$ cat config.mk
export PLATFORM = sky130hd
export DESIGN_NAME = dot_product_engine
export DESIGN_NICKNAME = d
export VERILOG_FILES = /design/src/rtl/dot_product_engine.sv
export SDC_FILE = /design/constraint.sdc
export NUM_CORES = 2
export LEC_CHECK = 0
export BUFFER_PORTS_ARGS = -buffer_cell sky130_fd_sc_hd__buf_2
export CAP_MARGIN = 20
export CORE_ASPECT_RATIO = 1.75
export CORE_MARGIN = 4
export CORE_UTILIZATION = 50
export DETAILED_ROUTE_END_ITERATION = 12
export GPL_ROUTABILITY_DRIVEN = 0
export PLACE_DENSITY = 0.66
export SLEW_MARGIN = 0
export SYNTH_ARGS = -nofsm -noshare
export SYNTH_HDL_FRONTEND = slang
export SYNTH_SLANG_ARGS = --single-unit
$ cat constraint.sdc
create_clock -name clk -period 10 [get_ports clk]
set_input_delay 1 -clock clk [delete_from_list [all_inputs] [get_ports clk]]
set_output_delay 1 -clock clk [all_outputs]
set_load 0.005 [all_outputs]
$ cat src/rtl/dot_product_engine.sv
`default_nettype none
// ============================================================================
// Module      : dot_product_engine
// Description : Avalon-MM neuron accelerator. Computes the signed Q16.16 dot
//               product of a weight vector and an activation vector fetched
//               from SDRAM, adds a bias and optionally applies ReLU.
// Ports       : clk, rst_n               - clock, async active-low reset
//               slave_*                  - CPU configuration/result port
//                                          (stalled by waitrequest while busy)
//               master_*                 - read-only SDRAM master port
//                                          (one outstanding read at a time)
// Register map: 0 START(w)/RESULT(r), 1 BIAS, 2 W_ADDR, 3 X_ADDR, 4 LEN,
//               5 CTRL (bit0 = ReLU enable)
// Revision    : 1.0 - initial release
// ============================================================================
module dot_product_engine #(
    parameter int DATA_W    = 32,
    parameter int FRAC_BITS = 16
) (
    input  logic              clk,
    input  logic              rst_n,
    output logic              slave_waitrequest,
    input  logic [3:0]        slave_address,
    input  logic              slave_read,
    output logic [DATA_W-1:0] slave_readdata,
    input  logic              slave_write,
    input  logic [DATA_W-1:0] slave_writedata,
    input  logic              master_waitrequest,
    output logic [DATA_W-1:0] master_address,
    output logic              master_read,
    input  logic [DATA_W-1:0] master_readdata,
    input  logic              master_readdatavalid
);

    localparam logic [2:0] S_IDLE   = 3'd0;
    localparam logic [2:0] S_REQ_W  = 3'd1;
    localparam logic [2:0] S_WAIT_W = 3'd2;
    localparam logic [2:0] S_REQ_X  = 3'd3;
    localparam logic [2:0] S_WAIT_X = 3'd4;
    localparam logic [2:0] S_MAC    = 3'd5;
    localparam logic [2:0] S_FINISH = 3'd6;

    localparam logic [3:0] C_REG_START = 4'd0;
    localparam logic [3:0] C_REG_BIAS  = 4'd1;
    localparam logic [3:0] C_REG_WADDR = 4'd2;
    localparam logic [3:0] C_REG_XADDR = 4'd3;
    localparam logic [3:0] C_REG_LEN   = 4'd4;
    localparam logic [3:0] C_REG_CTRL  = 4'd5;

    localparam logic [DATA_W-1:0] C_WORD_BYTES = DATA_W'(4);
    localparam logic [DATA_W-1:0] C_ONE        = DATA_W'(1);

    logic [2:0]        r_state;
    logic [2:0]        w_next_state;

    // Configuration registers (untouched by a run)
    logic [DATA_W-1:0] r_bias;
    logic [DATA_W-1:0] r_w_addr;
    logic [DATA_W-1:0] r_x_addr;
    logic [DATA_W-1:0] r_len;
    logic              r_relu;

    // Run-time datapath
    logic [DATA_W-1:0] r_wp;
    logic [DATA_W-1:0] r_xp;
    logic [DATA_W-1:0] r_cnt;
    logic [DATA_W-1:0] r_acc;
    logic [DATA_W-1:0] r_w;
    logic [DATA_W-1:0] r_x;
    logic [DATA_W-1:0] r_result;

    logic                       w_idle;
    logic                       w_slave_wr;
    logic                       w_start;
    logic signed [2*DATA_W-1:0] w_product;
    logic [DATA_W-1:0]          w_mac_sum;
    logic [DATA_W-1:0]          w_biased;
    logic                       w_unused;

    assign w_idle     = (r_state == S_IDLE);
    // Slave accesses are only accepted in IDLE; otherwise waitrequest holds them off.
    assign w_slave_wr = slave_write && w_idle;
    assign w_start    = w_slave_wr && (slave_address == C_REG_START);

    // Full-precision signed product; the Q16.16 result is the middle word,
    // truncated toward minus infinity and wrapped to 32 bits.
    assign w_product = $signed(r_w) * $signed(r_x);
    assign w_mac_sum = r_acc + w_product[DATA_W+FRAC_BITS-1:FRAC_BITS];
    assign w_biased  = r_acc + r_bias;

    // Discarded product bits, gathered so they are visibly intentional.
    assign w_unused = ^{w_product[2*DATA_W-1:DATA_W+FRAC_BITS], w_product[FRAC_BITS-1:0]};

    // ------------------------------------------------------------------------
    // Configuration register writes
    // ------------------------------------------------------------------------
    always_ff @(posedge clk or negedge rst_n) begin
        if (!rst_n) begin
            r_bias   <= '0;
            r_w_addr <= '0;
            r_x_addr <= '0;
            r_len    <= '0;
            r_relu   <= 1'b0;
        end else if (w_slave_wr) begin
            case (slave_address)
                C_REG_BIAS:  r_bias   <= slave_writedata;
                C_REG_WADDR: r_w_addr <= {slave_writedata[DATA_W-1:2], 2'b00};
                C_REG_XADDR: r_x_addr <= {slave_writedata[DATA_W-1:2], 2'b00};
                C_REG_LEN:   r_len    <= slave_writedata;
                C_REG_CTRL:  r_relu   <= slave_writedata[0];
                default: ;
            endcase
        end
    end

    // ------------------------------------------------------------------------
    // Datapath: pointers, counter, operand capture, accumulator, result
    // ------------------------------------------------------------------------
    always_ff @(posedge clk or negedge rst_n) begin
        if (!rst_n) begin
            r_wp     <= '0;
            r_xp     <= '0;
            r_cnt    <= '0;
            r_acc    <= '0;
            r_w      <= '0;
            r_x      <= '0;
            r_result <= '0;
        end else begin
            case (r_state)
                S_IDLE: begin
                    if (w_start) begin
                        r_wp  <= r_w_addr;
                        r_xp  <= r_x_addr;
                        r_cnt <= r_len;
                        r_acc <= '0;
                    end
                end
                S_WAIT_W: begin
                    if (master_readdatavalid) begin
                        r_w <= master_readdata;
                    end
                end
                S_WAIT_X: begin
                    if (master_readdatavalid) begin
                        r_x <= master_readdata;
                    end
                end
                S_MAC: begin
                    r_acc <= w_mac_sum;
                    r_wp  <= r_wp + C_WORD_BYTES;
                    r_xp  <= r_xp + C_WORD_BYTES;
                    r_cnt <= r_cnt - C_ONE;
                end
                S_FINISH: begin
                    r_result <= (r_relu && w_biased[DATA_W-1]) ? '0 : w_biased;
                end
                default: ;
            endcase
        end
    end

    // ------------------------------------------------------------------------
    // FSM: state register
    // ------------------------------------------------------------------------
    always_ff @(posedge clk or negedge rst_n) begin
        if (!rst_n) begin
            r_state <= S_IDLE;
        end else begin
            r_state <= w_next_state;
        end
    end

    // ------------------------------------------------------------------------
    // FSM: next-state logic
    // ------------------------------------------------------------------------
    always_comb begin
        w_next_state = r_state;
        case (r_state)
            S_IDLE: begin
                if (w_start) begin
                    w_next_state = (r_len == '0) ? S_FINISH : S_REQ_W;
                end
            end
            S_REQ_W: begin
                if (!master_waitrequest) begin
                    w_next_state = S_WAIT_W;
                end
            end
            S_WAIT_W: begin
                if (master_readdatavalid) begin
                    w_next_state = S_REQ_X;
                end
            end
            S_REQ_X: begin
                if (!master_waitrequest) begin
                    w_next_state = S_WAIT_X;
                end
            end
            S_WAIT_X: begin
                if (master_readdatavalid) begin
                    w_next_state = S_MAC;
                end
            end
            S_MAC: begin
                // r_cnt still holds the pre-decrement count here.
                w_next_state = (r_cnt == C_ONE) ? S_FINISH : S_REQ_W;
            end
            S_FINISH: begin
                w_next_state = S_IDLE;
            end
            default: begin
                w_next_state = S_IDLE;
            end
        endcase
    end

    // ------------------------------------------------------------------------
    // FSM: outputs. All decoded from the state register alone, so an
    // asynchronous reset drops master_read and waitrequest immediately.
    // ------------------------------------------------------------------------
    always_comb begin
        slave_waitrequest = !w_idle;
        master_read       = 1'b0;
        master_address    = '0;
        case (r_state)
            S_REQ_W: begin
                master_read    = 1'b1;
                master_address = r_wp;
            end
            S_REQ_X: begin
                master_read    = 1'b1;
                master_address = r_xp;
            end
            default: ;
        endcase
    end

    // ------------------------------------------------------------------------
    // Slave read mux (zero wait states in IDLE)
    // ------------------------------------------------------------------------
    always_comb begin
        slave_readdata = '0;
        if (slave_read && w_idle) begin
            case (slave_address)
                C_REG_START: slave_readdata = r_result;
                C_REG_BIAS:  slave_readdata = r_bias;
                C_REG_WADDR: slave_readdata = r_w_addr;
                C_REG_XADDR: slave_readdata = r_x_addr;
                C_REG_LEN:   slave_readdata = r_len;
                C_REG_CTRL:  slave_readdata = {{(DATA_W-1){1'b0}}, r_relu};
                default:     slave_readdata = '0;
            endcase
        end
    end

endmodule
`default_nettype wire

==> results.yml <==
die:
  io-pin-count: 140
  start_util: 0.503
  rows: 149
  die_w_um: 241
  core_area_mm2: 0.0941
  dieArea_mm2: 0.0999
  die_h_um: 415
critical_path:
  crit_buf_inv: 7
  critPathSlowestCell: "fa_1"
  required_ns: 10.42
  critical_path.endpoint_type: "flip-flop"
  crit_family: "adder cells"
  cp_max_fo: 18
  cpMostUsedCell: "fa_1"
  critPathLaunchType: "flip-flop"
  cp.arrival_ns: 10.03
  max_stage_delay_ns: 0.55
  path_class: "flip-flop to flip-flop"
placement:
  place_ws_ns: 0.0116
  io_buffers: 137
  dp_hpwl_um: 113000
  placedInstanceArea_mm2: 0.0495
detailed_routing:
  viasPerCell: 5.78
  vias: 35500
  drtIter0Drc: 2231
  antenna_left: 0
  dr.pass1.iters: 9
  drc: 0
  drt-wirelength-per-cell_um: 22.6
  wl_um: 139000
cells_and_area:
  area_delta_synth_final_pct: 7.56
  final_cell_mix: "fa_1 (840), inv_1 (820), nand2_1 (514)"
  layout_commonest_cell: "fa_1"
  fill_cells: 8433
  nets: 6045
  design_area_mm2: 0.0509
  regArea_mm2: 0.00872
  multiInputGateArea_mm2: 0.0346
  drive_gt1_frac: 0.116
clocking:
  root_buffer: "clkbuf_16"
  clk_pin_slew_worst_paths_ns: 0.07
  insertion_delay_ns: 0.59
  htreeDepth: 2
  cts_tree: "done"
  cts_inserted_buffers: 40
  cts_hold_buffers: 0
  cts_sinks: 348
  clock_tree.buffer_depth: 3
yosys:
  async_flop_share: 1.00
  synth_largest_area_cell: "fa_1"
  yosysWarningCount: 0
  ys_top_cells_by_area: "fa_1 (36%), dfrtp_1 (18%), and2_1 (6.7%), inv_1 (6.5%), ha_1 (6.1%)"
  seq_area_frac_synth: 0.184
  synthDistinctLibCells: 82
  syn-cell-area_mm2: 0.0474
  synth_ff_type: "dfrtp_1"
  synth_edf_count: 0
  ys_seq_elements: 348
  yosysTopAreaCellShare: 0.355
  syn_inst: 4879
  synth_area_per_cell_um2: 9.71
sta:
  period_minus_slack_ns: 9.60
  maxSlewViolCount: 0
  hold_viol: 0
  skew_ns: 0.0208
  relSlewSlack: 0.275
  setup_ws_ns: 0.397
  fin_crit_sh: 0.960
  worst_pin_slew_ns: 1.08
  setup_viol: 0
  fmaxAchievable_ghz: 0.104
grt:
  gr-usage-all-layers: 0.284
  antenna_found_initial: 3
  grt_pass1_vias: 39200
  grt_pass1_wl_um: 221000
  grt_max_degree: 87
  overflow: 0
job:
  drv_cap: 0
hold_path:
  hold_class: "primary input to async pin"
run_status:
  status: "complete, no violations"
area by class of cell:
| cell class | count | share of cell area |
|---|---|---|
| clock buffer | 58 | 0.0228 |
| tap | 1208 | 0.0297 |
| sequential | 348 | 0.171 |
| timing repair buffer | 254 | 0.0311 |
| multi-input combinational | 3437 | 0.680 |
| inverter | 820 | 0.0604 |
| antenna | 2 | 0.0000983 |
| clock inverter | 15 | 0.00454 |
synthesized netlist by cell type (5+ instances only):
cell type,instances
a32o_1,6
or2_2,11
xnor2_1,79
ha_1,230
nand3_1,70
nand4_1,19
nor3_1,41
clkbuf_1,250
xor2_1,41
nor4_1,15
a222oi_1,32
o21ai_0,121
inv_1,820
and3_1,15
o31ai_1,9
mux2_2,189
a311oi_1,6
mux2i_1,33
a21oi_1,135
a31oi_1,14
or4_1,5
nor2_1,152
a211o_1,5
fa_1,840
o21a_1,18
o211ai_1,23
or3_1,12
a22o_1,30
o21bai_1,9
a221o_1,24
a211oi_1,16
o311ai_0,11
o22ai_1,7
nand2_1,516
nand2b_1,25
and4_1,8
buf_1,16
a21o_1,43
a22oi_1,43
and2_1,507
dfrtp_1,348
nor2b_1,16
buf_2,7
flip-flops by register name, indices dropped and copies added, names as in the netlist:
register,cells
r_w_addr,30
r_x,32
r_len,32
r_x_addr,30
r_acc,32
r_xp,30
r_relu,1
r_w,32
r_result,32
r_wp,30
r_state,3
r_bias,32
r_cnt,32
per-layer routing:
layer,vias to the layer above,global-route usage,wire length (µm)
met2,1325,0.516,73900
met5,-,0,17
met1,18300,0.319,47900
met3,444,0.0369,7230
met4,2,0.154,9470
li1,15400,-,-
metrics by stage:
stage | std cells | setup TNS (ns) | utilization | hold slack [ns]
CTS | 6138 | 0 | 0.540 | 0.434
finish | 6142 | 0 | 0.541 | 0.416
floorplan | 4880 | 0 | - | 0.447
global route | 6140 | -0.0000870 | 0.541 | 0.437
global placement | 6065 | -0.0563 | 0.525 | 0.464
detailed placement | 6065 | 0 | 0.525 | 0.471
final timing paths:
| check | startpoint | to | slack [ns] | depth (start not counted) |
|---|---|---|---|---|
| worst min register to register | r_wp[31]$_DFFE_PN0P_ | r_wp[31]$_DFFE_PN0P_ | 0.48 | 1 |
| max in group asynchronous | rst_n | r_len[12]$_DFFE_PN0P_ | 7.23 | 3 |
| worst max-delay path | r_w[9]$_DFFE_PN0P_ | r_acc[30]$_DFFE_PN0P_ | 0.40 | 34 |
| worst min-delay path | rst_n | r_wp[27]$_DFFE_PN0P_ | 0.42 | 1 |
| min in group clk | r_wp[31]$_DFFE_PN0P_ | r_wp[31]$_DFFE_PN0P_ | 0.48 | 1 |
| worst max register to register | r_w[9]$_DFFE_PN0P_ | r_acc[30]$_DFFE_PN0P_ | 0.40 | 34 |
kinds of logic (layout without fill, tap and decap cells):
kind of cell,after synthesis,count (layout),share of synthesized area
multiplexers,222,222,0.0519
AND/OR/NAND/NOR,1434,1434,0.153
other,1,4,0.0000792
buffers and inverters,1095,1147,0.0871
AO/OA/AOI/OAI,588,588,0.0850
flip-flops,348,348,0.184
XOR/XNOR,121,121,0.0227
adder cells (fa/ha/maj),1070,1070,0.416
repair_timing:
| action | 4_1_cts | 5_1_grt |
|---|---|---|
| pin swaps | 0 | 6 |
| setup buffers | 0 | 2 |
| gates resized for setup | 1 | 23 |
| setup endpoints to repair | 1 | 9 |
worst reg2reg max path: cells and delay by family, from the launching register on:
kind                       cells  cell delay, ns
DFF                            1            0.51
AOI/OAI and AO/OA              9            1.74
adders and majority gates     10            4.75
and+or+nand+nor                6            1.27
buffers and inverters          7            0.84
xor gates and xnor gates       2            0.35
Power is left out: the tool's default activity adds up to more than one toggle a clock period on the data nets, which glitch-free logic cannot reach.
